**src/rtl/fa_serial_seq_if.sv**
```systemverilog
// fa_serial_seq operand/result handshake bundle.
// master drives operands and result-ready; slave is the sequencer.
interface fa_serial_seq_if #(
  parameter int WIDTH = 8
);
  logic             in_valid;
  logic             in_ready;
  logic [WIDTH-1:0] in_a;
  logic [WIDTH-1:0] in_b;
  logic             in_cin;
  logic             out_valid;
  logic             out_ready;
  logic [WIDTH-1:0] out_sum;
  logic             out_cout;
  logic             out_gp;
  logic             out_gg;

  modport master (
    output in_valid, in_a, in_b, in_cin, out_ready,
    input  in_ready, out_valid, out_sum,
    input  out_cout, out_gp, out_gg
  );

  modport slave (
    input  in_valid, in_a, in_b, in_cin, out_ready,
    output in_ready, out_valid, out_sum,
    output out_cout, out_gp, out_gg
  );
endinterface

```
**src/rtl/fa_serial_seq.sv**
```systemverilog
// Bit-serial adder sequencer around an external
// full_adder_cp cell, LSB first, one bit per cycle.
module fa_serial_seq #(
  parameter int WIDTH = 8
) (
  input  logic           clk,
  input  logic           rst_n,
  fa_serial_seq_if.slave bus,
  output logic           err,
  output logic           fa_a,
  output logic           fa_b,
  output logic           fa_cin,
  input  logic           fa_prop,
  input  logic           fa_gen,
  input  logic           fa_sout
);

  localparam int IW = $clog2(WIDTH);
  localparam logic [IW-1:0] LAST = IW'(WIDTH - 1);

  typedef enum logic [1:0] {
    IDLE,
    RUN,
    DONE
  } state_t;

  state_t state_q;
  state_t state_d;

  logic [WIDTH-1:0] a_q;
  logic [WIDTH-1:0] b_q;
  logic [WIDTH-1:0] sum_q;
  logic [WIDTH-1:0] sum_d;
  logic [IW-1:0]    idx_q;
  logic             carry_q;
  logic             carry_d;
  logic             gp_q;
  logic             gp_d;
  logic             gg_q;
  logic             gg_d;

  logic [WIDTH-1:0] res_sum_q;
  logic             res_cout_q;
  logic             res_gp_q;
  logic             res_gg_q;

  logic idle;
  logic run;
  logic last;
  logic accept;

  assign idle   = (state_q == IDLE);
  assign run    = (state_q == RUN);
  assign last   = (idx_q == LAST);
  assign accept = idle & bus.in_valid;

  // in_ready is gated by rst_n so it reads low during reset
  assign bus.in_ready  = idle & rst_n;
  assign bus.out_valid = (state_q == DONE);
  assign bus.out_sum   = res_sum_q;
  assign bus.out_cout  = res_cout_q;
  assign bus.out_gp    = res_gp_q;
  assign bus.out_gg    = res_gg_q;

  assign fa_a   = run ? a_q[idx_q] : 1'b0;
  assign fa_b   = run ? b_q[idx_q] : 1'b0;
  assign fa_cin = run ? carry_q    : 1'b0;

  // next-state decode
  always_comb begin
    state_d = state_q;
    unique case (state_q)
      IDLE: if (bus.in_valid) state_d = RUN;
      RUN:  if (last) state_d = DONE;
      DONE: if (bus.out_ready) state_d = IDLE;
      default: state_d = IDLE;
    endcase
  end

  // per-bit accumulation from the cell outputs
  always_comb begin
    sum_d        = sum_q;
    sum_d[idx_q] = fa_sout;
    carry_d      = fa_gen | (fa_prop & carry_q);
    gp_d         = gp_q & fa_prop;
    gg_d         = fa_gen | (fa_prop & gg_q);
  end

  // state register
  always_ff @(posedge clk or negedge rst_n) begin
    if (!rst_n) state_q <= IDLE;
    else        state_q <= state_d;
  end

  // operand latch and serial datapath
  always_ff @(posedge clk or negedge rst_n) begin
    if (!rst_n) begin
      a_q     <= '0;
      b_q     <= '0;
      sum_q   <= '0;
      idx_q   <= '0;
      carry_q <= 1'b0;
      gp_q    <= 1'b0;
      gg_q    <= 1'b0;
    end else if (accept) begin
      a_q     <= bus.in_a;
      b_q     <= bus.in_b;
      carry_q <= bus.in_cin;
      sum_q   <= '0;
      idx_q   <= '0;
      gp_q    <= 1'b1;
      gg_q    <= 1'b0;
    end else if (run) begin
      sum_q   <= sum_d;
      carry_q <= carry_d;
      gp_q    <= gp_d;
      gg_q    <= gg_d;
      if (!last) idx_q <= idx_q + IW'(1);
    end
  end

  // result registers load on the last bit and hold otherwise
  always_ff @(posedge clk or negedge rst_n) begin
    if (!rst_n) begin
      res_sum_q  <= '0;
      res_cout_q <= 1'b0;
      res_gp_q   <= 1'b0;
      res_gg_q   <= 1'b0;
    end else if (run && last) begin
      res_sum_q  <= sum_d;
      res_cout_q <= carry_d;
      res_gp_q   <= gp_d;
      res_gg_q   <= gg_d;
    end
  end

  // sticky cell-consistency fault
  always_ff @(posedge clk or negedge rst_n) begin
    if (!rst_n) err <= 1'b0;
    else if (run && (fa_sout != (fa_prop ^ carry_q))) err <= 1'b1;
  end

endmodule

```
**src/flat_wrapper.sv**
```systemverilog
// flat-port wrapper written by rule: the top's interface ports become plain ports
module fa_serial_seq_flat 
#(
  parameter int WIDTH = 8
)
  (clk, rst_n, err, fa_a, fa_b, fa_cin, fa_prop, fa_gen, fa_sout, bus_in_valid, bus_in_a, bus_in_b, bus_in_cin, bus_out_ready, bus_in_ready, bus_out_valid, bus_out_sum, bus_out_cout, bus_out_gp, bus_out_gg);
  fa_serial_seq_if #(.WIDTH(WIDTH)) bus_i ();
  input  logic clk;
  input  logic rst_n;
  output logic err;
  output logic fa_a;
  output logic fa_b;
  output logic fa_cin;
  input  logic fa_prop;
  input  logic fa_gen;
  input  logic fa_sout;
  input wire logic [$bits(bus_i.in_valid)-1:0] bus_in_valid;
  input wire logic [$bits(bus_i.in_a)-1:0] bus_in_a;
  input wire logic [$bits(bus_i.in_b)-1:0] bus_in_b;
  input wire logic [$bits(bus_i.in_cin)-1:0] bus_in_cin;
  input wire logic [$bits(bus_i.out_ready)-1:0] bus_out_ready;
  output wire logic [$bits(bus_i.in_ready)-1:0] bus_in_ready;
  output wire logic [$bits(bus_i.out_valid)-1:0] bus_out_valid;
  output wire logic [$bits(bus_i.out_sum)-1:0] bus_out_sum;
  output wire logic [$bits(bus_i.out_cout)-1:0] bus_out_cout;
  output wire logic [$bits(bus_i.out_gp)-1:0] bus_out_gp;
  output wire logic [$bits(bus_i.out_gg)-1:0] bus_out_gg;
  assign bus_i.in_valid = bus_in_valid;
  assign bus_i.in_a = bus_in_a;
  assign bus_i.in_b = bus_in_b;
  assign bus_i.in_cin = bus_in_cin;
  assign bus_i.out_ready = bus_out_ready;
  assign bus_in_ready = bus_i.in_ready;
  assign bus_out_valid = bus_i.out_valid;
  assign bus_out_sum = bus_i.out_sum;
  assign bus_out_cout = bus_i.out_cout;
  assign bus_out_gp = bus_i.out_gp;
  assign bus_out_gg = bus_i.out_gg;
  fa_serial_seq #(.WIDTH(WIDTH)) u_core (.clk(clk), .rst_n(rst_n), .bus(bus_i), .err(err), .fa_a(fa_a), .fa_b(fa_b), .fa_cin(fa_cin), .fa_prop(fa_prop), .fa_gen(fa_gen), .fa_sout(fa_sout));
endmodule
```
**config.mk**
```make
export PLATFORM = sky130hd
export DESIGN_NAME = fa_serial_seq_flat
export DESIGN_NICKNAME = d
export VERILOG_FILES = /design/src/rtl/fa_serial_seq_if.sv /design/src/rtl/fa_serial_seq.sv /design/src/flat_wrapper.sv
export SDC_FILE = /design/constraint.sdc
export NUM_CORES = 1
export LEC_CHECK = 0
export ABC_AREA = 1
export CAP_MARGIN = 10
export CORE_UTILIZATION = 34
export CTS_CLUSTER_SIZE = 40
export DETAILED_ROUTE_END_ITERATION = 10
export PLACE_DENSITY = 0.65
export SYNTH_ARGS = -nofsm -noshare
export SYNTH_HDL_FRONTEND = slang
export SYNTH_SLANG_ARGS = --single-unit
```
**constraint.sdc**
```tcl
create_clock -name clk -period 1.5 [get_ports clk]
set_clock_uncertainty 0.15 [all_clocks]
set_input_delay 0.225 -clock clk [delete_from_list [all_inputs] [get_ports clk]]
set_output_delay 0.225 -clock clk [all_outputs]
set_load 0.01 [all_outputs]
```
# After elaboration in Yosys (flattened, before gate mapping)
# Cells that the tools add are included.
# word_totals
regBits	44
input_bits	24
out_inout_bits	17
wordCells	64
# op_classes
n_addsub	1
magnitude_cmp	2
n_eq_ne	8
muxes	25
bitwise	8
reduce_logical	7
# ops
op	count
8-bit two-way mux	2
1-bit two-way mux	12
3-bit two-way mux	3
8-bit bitwise mux	1
2-bit inequality test, second input constant	4
1-bit binary-select mux with 3-bit select	2
2-bit two-way mux	3
2-bit case mux with 3 select lines	1
1-bit bitwise AND	5
3-bit by 4-bit less-than comparator with 1-bit output, second input constant	1
3-bit by 1-bit adder with 3-bit output, second input constant	1
1-bit demux with 3-bit select	1
3-bit == test, second input constant	1
3-bit by 1-bit >= comparator with 1-bit output, second input constant	1
1-bit logical AND	3
3-bit AND reduction	1
2-bit by 1-bit == test with 1-bit output, second input constant	1
2-bit == test, second input constant	1
2-bit logical NOT	1
1-bit OR	2
2-bit AND reduction	1
2-bit nonzero test	1
1-bit inequality test	1
1-bit XOR	1

# Logic depth before layout (Yosys ltp)
# Gate-level depths: netlist of the first run.
# logic_depth
ltp_word	7
depth_mapped	8
ltp_nobuf	7

# Least setup slack after synthesis of the first run
# Ideal clock, no wire load.
# synth_path
path_type	flip-flop to flip-flop
from	register u_core.idx_q[0]
to	register u_core.res_gg_q, in the netlist u_core.bus.out_gg
setup_time_ps	74
t_arrival_ps	1307
required_time_ps	1276
path_slack_ps	-31
stages_incl_launch_ff	9
period_less_slack_ps	1531
path_cell_list	dfrtp_1 -> ha_1 -> ha_1 -> inv_1 -> nor2_4 -> inv_2 -> buf_6 -> nand2_1 -> o21ai_2
# synth_between
elab_chain_len	2
# synth_rtl
item	line	rtl
start: declaration	fa_serial_seq.sv:34	logic [IW-1:0] idx_q;
start signal: assignment	fa_serial_seq.sv:118	if (!last) idx_q <= idx_q + IW'(1);
3-bit == test	fa_serial_seq.sv:54	assign last = (idx_q == LAST);
1-bit logical AND	fa_serial_seq.sv:129	end else if (run && last) begin
end signal: assignment	fa_serial_seq.sv:133	res_gg_q <= gg_d;
end: declaration	fa_serial_seq.sv:45	logic res_gg_q;
# No other way between the ends.
# A chain may end at the register's enable or synchronous reset.

# Worst setup path after layout of the first run
# layout_path
from	register u_core.idx_q[0]
to	output fa_b
# layout_between
elab_chain_len	3
# layout_rtl
item	line	rtl
1-bit binary-select mux with 3-bit select	fa_serial_seq.sv:66	assign fa_b = run ? b_q[idx_q] : 1'b0;
1-bit two-way mux (implied by the code)	fa_serial_seq.sv:66	
1-bit two-way mux	fa_serial_seq.sv:66	
end: declaration	flat_wrapper.sv:12	output logic fa_b;
# No other way between the ends. The select of a mux whose other input is x is not followed.

==> out/metrics.yaml, run 1 <==
wl_met2_um: 2740
crit_slowest_cell: "dfrtp_1"
postLayoutCellArea_um2: 3310
period_needed_ps: 1930
initial_core_util_pct: 35.2
synth_top_family_by_area: "simple AND/OR/NAND/NOR gates"
synth_mux_area_share_pct: 0
hold_class: "input pin to flip-flop"
p_int_mw: 4.14
rsz0062_at_grt: "yes"
gp_congestion: 0.829
hold_slack_ps: 304
sw_frac_of_total_pct: 40.2
dieArea_um2: 6410
r2r_slack_ps: -310
clock_power_share_pct: 12.4
yosys.cell_types.count: 26
port_buffers: 40
finalSetupTns_ps: -5020
synth_area_per_cell_um2: 8.46
grt_remaining_overflow: 0
postRouteAntennaNets: 0
max_stage_delay_ps: 420
total_power_mw: 6.92
synth_compound_area_share_pct: 12.4
ff_latch_area_um2: 1100
grt_max_degree: 45
worstRegToRegCells: 10
io_pins: 41
yosys_register_bits: 44
cp_common_cell: "nand2_1"
leakagePower_nw: 1.62
status: "complete, but fails checks"
htree_levels: 2
multi_input_area_um2: 1050
place_ws_ps: -494
powerDensity_nw_per_um2: 2090
worst-path-max-fanout: 4
cts_sinks: 44
path_clk_slew_ps: 80
timing.final.ws_setup_ps: -432
crit_required_ps: 1120
die_h_um: 80.1
grtUsageTotal_pct: 17.2
setup_viol: 19
yosys.area_share.adder_pct: 1.81
syn-num-nets: 272
netlist_area_um2: 2070
fp.dieW_um: 80.1
peakVddDrop_mv: 0.907
dp_hpwl_um: 3310
areaGrowthSynthToFinish_pct: 60.0
dr.pass1.iters: 4
cp_cell_sequence: "buf_6, inv_2, nand2_1, nand3_1, nand2_1, nor2_2, a21oi_2, buf_2"
wirelength_um: 5340
violations: "negative setup slack"
hold_end: "u_core.a_q[5]"
nets: 360
worst_slew_pin_slew_ps: 552
end_kind: "output pin"
synth_seq_area_share_pct: 53.1
grt_pass1_wl_um: 8430
met1Wirelength_um: 2270
arrival_ps: 1560
cts_buffers: 5
placed_area_um2: 2750
synth_cells: 245
grt_pass1_vias: 1853
routed-wl-met3_um: 186
max_freq_mhz: 518
p_switching_mw: 2.78
nFillCells: 534
clk-insertion-delay-late_ps: 290
top_layer: "met4"
synth_warnings: 0
timing.final.max_slew_violations: 0
crit_type: "flip-flop to output pin"
core_area_um2: 5890
row_count: 28
crit_start: "u_core.idx_q[0]"
tritoncts: "yes"
wl_per_cell_um: 13.1
drt_iter0_drc: 98
min_delay_path_depth: 3
antenna_cells: 0
fin_crit_sh_pct: 129
seqPwrFrac_pct: 30.9
combPwrFrac_pct: 56.7
cts-root-buf: "clkbuf_8"
clk_path_buf_depth: 2
drive_above_1_share_pct: 38.3
post_synth_and_or_nand_nor_area_fraction_pct: 24.8
maxCapViolations: 0
hp-start: "bus_in_a[5]"
worstReg2RegStart: "u_core.idx_q[1]"
num_vias: 1948
drcViolationCount: 0
r2r-end: "u_core.bus.out_sum[2]"
hold_viol_final: 0
antenna_found_initial: 0
cp-start-kind: "flip-flop"
via_per_inst: 4.79
slew_headroom_pct: 63.2
synth_xor_area_share_pct: 0.423
[cell type report]
type                            count  share of cell area, %
Timing Repair Buffer               90                   26.0
Inverter                           22                   3.02
Tap cell                           75                   2.83
Multi-Input combinational cell    169                   31.8
Clock inverter                      1                  0.906
Clock buffer                        5                   2.08
Timing Repair inverter              1                  0.113
Sequential cell                    44                   33.3
[routing by layer]
metal	vias to the layer above	global-route usage, %
met2	47	28.1
met5	-	0
met4	0	7.14
met1	915	21.9
li1	973	-
met3	13	4.09
[critical path: cells and delay by family (launching register included)]
kind,cells,cell delay (ps)
simple gates,4,370
buf+inv,3,380
flops,1,420
compound gates,1,90
[cell families after synthesis]
| kind of cell | after synthesis |
|---|---|
| compound gates | 41 |
| xor+xnor | 1 |
| fa+ha+maj | 3 |
| buf+inv | 32 |
| flops | 44 |
| simple gates | 124 |
[state kept, by name, summed over array words and instances, names as in the netlist]
name / count
u_core.state_q: 2
u_core.sum_q: 8
u_core.gg_q: 1
u_core.gp_q: 1
u_core.b_q: 8
u_core.idx_q: 3
u_core.a_q: 8
u_core.bus.out_cout: 1
u_core.bus.out_sum: 8
u_core.bus.out_gg: 1
u_core.bus.out_gp: 1
u_core.err: 1
u_core.carry_q: 1
[how the worst max path moves through the flow]
stage                              endpoint  slack (ps)  depth (start not counted)
after detailed placement               fa_b        -490                          6
after global routing                   fa_b        -490                          8
after CTS                              fa_a        -310                          9
after global placement                 fa_b        -420                          6
after floorplan           u_core.bus.out_gg           9                          8
final                                  fa_b        -430                          8
[power groups by stage]
stage               combinational [mW]  sequential [mW]  clock (mW)
CTS                               3.34             2.07       0.882
finish                            3.93             2.14       0.858
detailed placement                2.97             2.05           0
global route                      4.28             2.19       0.952
floorplan                         1.63             2.07           0
global placement                  2.90             2.03           0
[synth_stat cells, drive strengths merged]
| cell type | n | share of area (%) |
|---|---|---|
| xnor2 | 1 | 0.42 |
| clkbuf | 1 | 0.18 |
| ha | 3 | 1.8 |
| nand4 | 3 | 0.91 |
| o22ai | 8 | 2.4 |
| dfrtp | 44 | 53 |
| nor2 | 10 | 2.7 |
| o31ai | 1 | 0.36 |
| o21ai | 27 | 8.2 |
| nand2 | 98 | 18 |
| inv | 22 | 4.1 |
| buf | 9 | 3.1 |
| o211ai | 1 | 0.36 |
| o21bai | 1 | 0.36 |
| a21oi | 3 | 0.72 |
| nand3 | 13 | 3.4 |
[through the flow]
stage                     cells  util, %
final                       407     56.3
after global routing        407     56.3
after CTS                   401     51.8
after detailed placement    382     46.6
after global placement      382     46.6
after floorplan             245        -
[cells in the final DEF, fill, tap and decap left out, types with 2 or more instances in the layout]
cell type	synthesis	routed
nand2_1	97	77
dfrtp_1	44	42
buf_4	3	34
clkdlybuf4s50_1	0	22
o21ai_2	9	15
inv_1	18	13
nand2_4	0	12
dlygate4sd2_1	0	12
buf_6	2	10
nand2_2	1	9
o22ai_1	8	8
nand3_1	12	7
inv_2	3	6
o21ai_1	6	6
o21ai_0	12	6
nor2_4	2	5
nand3_2	1	5
clkbuf_8	0	5
buf_2	4	5
nor2_1	7	3
nand4_1	3	3
nor2_2	1	2
inv_4	1	2
a21oi_2	0	2
ha_4	0	2
clkbuf_16	0	2
buf_12	0	2
dfrtp_2	0	2
[what timing repair did]
action / in CTS / in global routing
resized for setup: 74 / 49
endpoints found under the setup margin: 36 / 29
endpoints found under the hold margin: 44 / 0
pin swaps: 5 / 18
setup buffers: 10 / 5
hold buffers: 1 / 0
gates cloned: 2 / 2
Power figures use the tool's default switching activity.
==> run 2, diff against run 1 <==
- CORE_MARGIN: default -> 2
==> run 2 against run 1 <==
  * The run still ends with negative setup slack left
  * Via count fell by 3.0%
  * Total power down 2.1%
  * Critical path depth is the same
  * Sequential power shrank 4%
  * Routed wire length shrank 4.9%
  * Critical path type unchanged
==> out/metrics.yaml, run 2 (synthesis results as in run 1) <==
peakVddDrop_mv: 0.749  # -17%
worst_slew_pin_slew_ps: 567  # +15.8 ps
initial_core_util_pct: 35.0  # -0.21 points
dr.pass1.iters: 4  # unchanged
endpoint: "fa_b"
arrival_ps: 1480  # -80 ps
die_h_um: 82.1  # +2.5%
hold_class: "input pin to flip-flop"
postLayoutCellArea_um2: 3230  # -2.7%
crit_start: "u_core.idx_q[0]"
gp_congestion: 0.885  # +6.8%
maxCapViolations: 0  # unchanged
grt_remaining_overflow: 0  # unchanged
powerDensity_nw_per_um2: 2100  # +0.61%
path_clk_slew_ps: 80  # about the same
wirelength_um: 5080  # -4.9%
drt_iter0_drc: 73  # -26%
cp-start-kind: "flip-flop"
dieArea_um2: 6730  # +5.1%
areaGrowthSynthToFinish_pct: 55.7
wl_per_cell_um: 12.4  # -5.4%
clk_path_buf_depth: 2  # unchanged
nets: 360  # unchanged
fp.dieW_um: 82.1  # +2.5%
r2r-end: "u_core.state_q[1]"
timing.final.ws_setup_ps: -358  # +73.1 ps
violations: "negative setup slack"
htree_levels: 2  # unchanged
crit_required_ps: 1120  # about the same
postRouteAntennaNets: 0  # unchanged
rsz0062_at_grt: "yes"
grt_pass1_wl_um: 8290  # -1.6%
hold_viol_final: 0  # unchanged
fin_cells: 409  # +0.49%
cts-root-buf: "clkbuf_8"
crit_type: "flip-flop to output pin"
via_per_inst: 4.62  # -3.5%
leakagePower_nw: 1.59  # -1.7%
r2r_slack_ps: -210  # +100 ps
drive_above_1_share_pct: 36.8  # -1.4 points
fin_crit_sh_pct: 124  # -4.9 points
core_area_um2: 5920  # +0.60%
worstRegToRegCells: 9  # -1
timing.final.max_slew_violations: 0  # unchanged
place_inst: 388  # +1.6%
setup_viol: 21  # +2
final_common_cell: "nand2_1"
row_count: 28  # unchanged
clk-insertion-delay-late_ps: 300  # about the same
cts_buffers: 5  # unchanged
num_vias: 1890  # -3.0%
tritoncts: "yes"
grt_pass1_vias: 1866  # +0.70%
end_kind: "output pin"
worst-path-max-fanout: 6  # +2
antenna_cells: 0  # unchanged
io_pins: 41  # unchanged
antenna_found_initial: 0  # unchanged
period_needed_ps: 1860  # -73.1 ps
drcViolationCount: 0  # unchanged
final_core_util_pct: 54.5  # -1.8 points
placed_area_um2: 2790  # +1.6%
grt_max_degree: 45  # unchanged
grtUsageTotal_pct: 16.0  # -1.2 points
layout_common_cells: "82 x nand2_1, 43 x dfrtp_1, 37 x buf_4"
dp_hpwl_um: 3270  # -1.1%
worstReg2RegStart: "u_core.idx_q[1]"
cts_sinks: 44  # unchanged
slew_headroom_pct: 62.1  # -1.2 points
status: "complete, but fails checks"
max_freq_mhz: 538  # +3.9%
port_buffers: 40  # unchanged
[run 2: cell types whose count changed in the layout (fill, tap and decap cells not counted), moves of 3 or more]
cell and delta:
inv_2 -3, nand2_1 +5, buf_4 +3, nand2_2 +5
inv_4 +3, o21ai_1 -3, nand2_4 -10
[run 2: how the worst min path moves through the flow]
stage                      from                 to  slack [ps]  cells past startpoint
global placement          rst_n  u_core.bus.out_gp         210                      2
detailed placement        rst_n  u_core.bus.out_gp         210                      2
global route        bus_in_a[0]      u_core.a_q[0]         300                      3
finish              bus_in_a[0]      u_core.a_q[0]         300                      3
CTS                 bus_in_a[7]      u_core.a_q[7]         300                      3
floorplan                 rst_n      u_core.a_q[0]        -220                      0
[run 2: power by group]
part           internal [mW]  switching [mW]  total, mW
sequential              1.74           0.312       2.05
combinational           1.87            1.96       3.83
clock                  0.495           0.403      0.898
total                   4.10            2.67       6.78
[run 2: metal layers]
| metal | routed length (um) | vias up | global-route usage [%] |
|---|---|---|---|
| met1 | 2280 | 875 | 19.9 |
| met3 | 202 | 6 | 3.85 |
| li1 | - | 966 | - |
| met2 | 2530 | 43 | 26.9 |
| met5 | 0 | - | 0 |
| met4 | 61 | 0 | 6.00 |
[run 2: per-stage QoR]
step	setup WS (ps)	hold WS, ps	power (mW)	setup TNS, ps
5_1_grt	-423	297	7.30	-4580
4_1_cts	-367	301	6.53	-4390
2_1_floorplan	8.50	-221	3.70	0
3_3_place_gp	-455	213	5.06	-5790
3_5_place_dp	-525	213	5.16	-6800
6_report	-358	301	6.78	-3570
[run 2: area by class of cell]
class                           count  area [um^2]
Clock buffer                        6         72.6
Clock inverter                      2         35.0
Fill cell                         542         2700
Inverter                           22         95.1
Multi-Input combinational cell    169         1010
Sequential cell                    44         1100
Tap cell                           75         93.8
Timing Repair Buffer               91          821
[run 2: what timing repair did]
| action | CTS | global route |
|---|---|---|
| endpoints found under the hold margin | 44 | 0 |
| cloned | 1 | 0 |
| hold buffers | 1 | 0 |
| gates resized for setup | 84 | 22 |
| endpoints found under the setup margin | 36 | 36 |
| pin swaps | 21 | 14 |
| setup buffers | 9 | 3 |
[run 2: critical path: stages, from the launching register on]
cell and delay [ps]:
dfrtp_1 420, buf_6 150, buf_6 120, nand2_2 50
nand3_2 70, nand2_1 70, nor2_1 40, a21oi_1 120
buf_2 160
==> run 3, diff against run 2 <==
- clock period: 1.5 -> 1.55 ns (I/O delays scaled with it)
==> run 3 against run 2 <==
  * The flow still finishes with violations (negative setup slack)
  * Design area shrank 5.4%
  * Routed wire length down 5.1%
  * Sequential share of layout area is 2.0 points higher
  * Hold slack better by 1.9 ps
  * First-iteration DRC count is 47% higher
  * Combinational power fell by 14%
  * Critical endpoint is now fa_a
==> out/metrics.yaml, run 3 (synthesis results as in run 1) <==
status: "complete, but fails checks"
violations: "negative setup slack"
worstRegToRegCells: 10  # +1
cp-start-kind: "flip-flop"
hold_viol_final: 0  # unchanged
min_delay_path_depth: 3  # unchanged
via_per_inst: 4.58  # -0.91%
final_common_cell: "nand2_1"
multi_input_area_um2: 886  # -12%
finalSetupTns_ps: -4070  # -501 ps
core_area_um2: 5920  # unchanged
grt_remaining_overflow: 0  # unchanged
wl_per_cell_um: 11.9  # -4.4%
worst-path-max-fanout: 5  # -1
crit_required_ps: 1170  # +50 ps
total_power_mw: 6.17  # -8.9%
clk-insertion-delay-late_ps: 300  # about the same
initial_core_util_pct: 35.0  # unchanged
htree_levels: 2  # unchanged
port_buffers: 40  # unchanged
antenna_cells: 0  # unchanged
fin_crit_sh_pct: 121
grt_pass1_vias: 1788  # -4.2%
clk_path_buf_depth: 2  # unchanged
row_count: 28  # unchanged
setup_viol: 20  # -4.8%
arrival_ps: 1500  # +20 ps
cts-root-buf: "clkbuf_8"
ff_latch_area_um2: 1100  # +0.11%
dp_hpwl_um: 3290  # +0.70%
fin_cells: 406  # -0.73%
postLayoutCellArea_um2: 3050  # -5.4%
die_h_um: 82.1  # unchanged
timing.final.ws_setup_ps: -331  # +27.7 ps
leakagePower_nw: 1.53  # -3.7%
path_clk_slew_ps: 80  # about the same
drcViolationCount: 0  # unchanged
nFillCells: 583  # +7.6%
cts_sinks: 44  # unchanged
place_inst: 387  # -0.26%
drt_iter0_drc: 107  # +47%
max_freq_mhz: 532
grt_max_degree: 45  # unchanged
nets: 357  # -0.83%
layout_common_cells: "91 x nand2_1, 42 x dfrtp_1, 38 x buf_4"
placed_area_um2: 2780  # -0.27%
timing.final.max_slew_violations: 0  # unchanged
grt_pass1_wl_um: 7940  # -4.2%
crit_type: "flip-flop to output pin"
tritoncts: "yes"
dr.pass1.iters: 4  # unchanged
gp_congestion: 0.861  # -2.6%
powerDensity_nw_per_um2: 2020  # -3.7%
peakVddDrop_mv: 0.847  # +13%
place_ws_ps: -483  # +42.2 ps
hold_class: "input pin to flip-flop"
postRouteAntennaNets: 0  # unchanged
num_vias: 1859  # -1.6%
end_kind: "output pin"
maxCapViolations: 0  # unchanged
worst_slew_pin_slew_ps: 559  # -8.23 ps
drive_above_1_share_pct: 29.6  # -7.2 points
period_needed_ps: 1880
dieArea_um2: 6730  # unchanged
cts_buffers: 5  # unchanged
slew_headroom_pct: 62.7  # +0.67 points
fp.dieW_um: 82.1  # unchanged
antenna_found_initial: 0  # unchanged
rsz0062_at_grt: "yes"
io_pins: 41  # unchanged
wirelength_um: 4820  # -5.1%
grtUsageTotal_pct: 15.6  # -0.46 points
areaGrowthSynthToFinish_pct: 47.2
==> run 3: area by class of cell <==
class,instances,area share (%)
Tap cell,75,3.08
Timing Repair Buffer,87,24.8
Multi-Input combinational cell,169,29.0
Timing Repair inverter,1,0.246
Clock buffer,5,2.26
Clock inverter,3,1.39
Inverter,22,3.04
Sequential cell,44,36.2
==> run 3: worst paths after layout <==
check	startpoint	slack (ps)	to
max	u_core.idx_q[0]	-330	fa_a
min	bus_in_a[5]	300	u_core.a_q[5]
max reg2reg	u_core.idx_q[0]	-230	u_core.bus.out_sum[2]
min reg2reg	u_core.bus.out_cout	320	u_core.bus.out_cout
max in group asynchronous	rst_n	430	u_core.idx_q[0]
min in group asynchronous	rst_n	410	u_core.bus.out_gp
==> run 3: power by group <==
group,total (mW),internal [mW],switching (mW)
clock network,0.894,0.477,0.416
registers,1.98,1.68,0.299
logic,3.30,1.61,1.69
==> run 3: worst max-delay path: stages, from the launching register on <==
cell and delay, ps:
dfrtp_2 460, buf_6 150, nand2_1 50, nand2_1 70, nand2_1 50, nand2_1 60, nand2_1 60, a21oi_2 150
buf_2 140
==> run 3: metal layers <==
layer / share of wire, % / track usage (%)
met1: 45 / 19.1
met2: 48 / 26.3
met3: 5.5 / 4.73
met4: 1.2 / 4.67
met5: 0 / 0
==> run 3: repair_timing <==
item                       in CTS  in global routing
pin swaps                       2                  5
hold endpoints to repair       44                  0
hold buffers                    1                  0
cloned                          2                  0
resized for setup              54                 17
setup endpoints to repair      34                 39
buffers inserted                6                  3
==> run 3: through the flow <==
step,util [%],hold WS (ps)
global route,51.5,314
global placement,47.0,207
CTS,50.5,303
floorplan,-,-213
finish,51.5,303
detailed placement,47.0,222
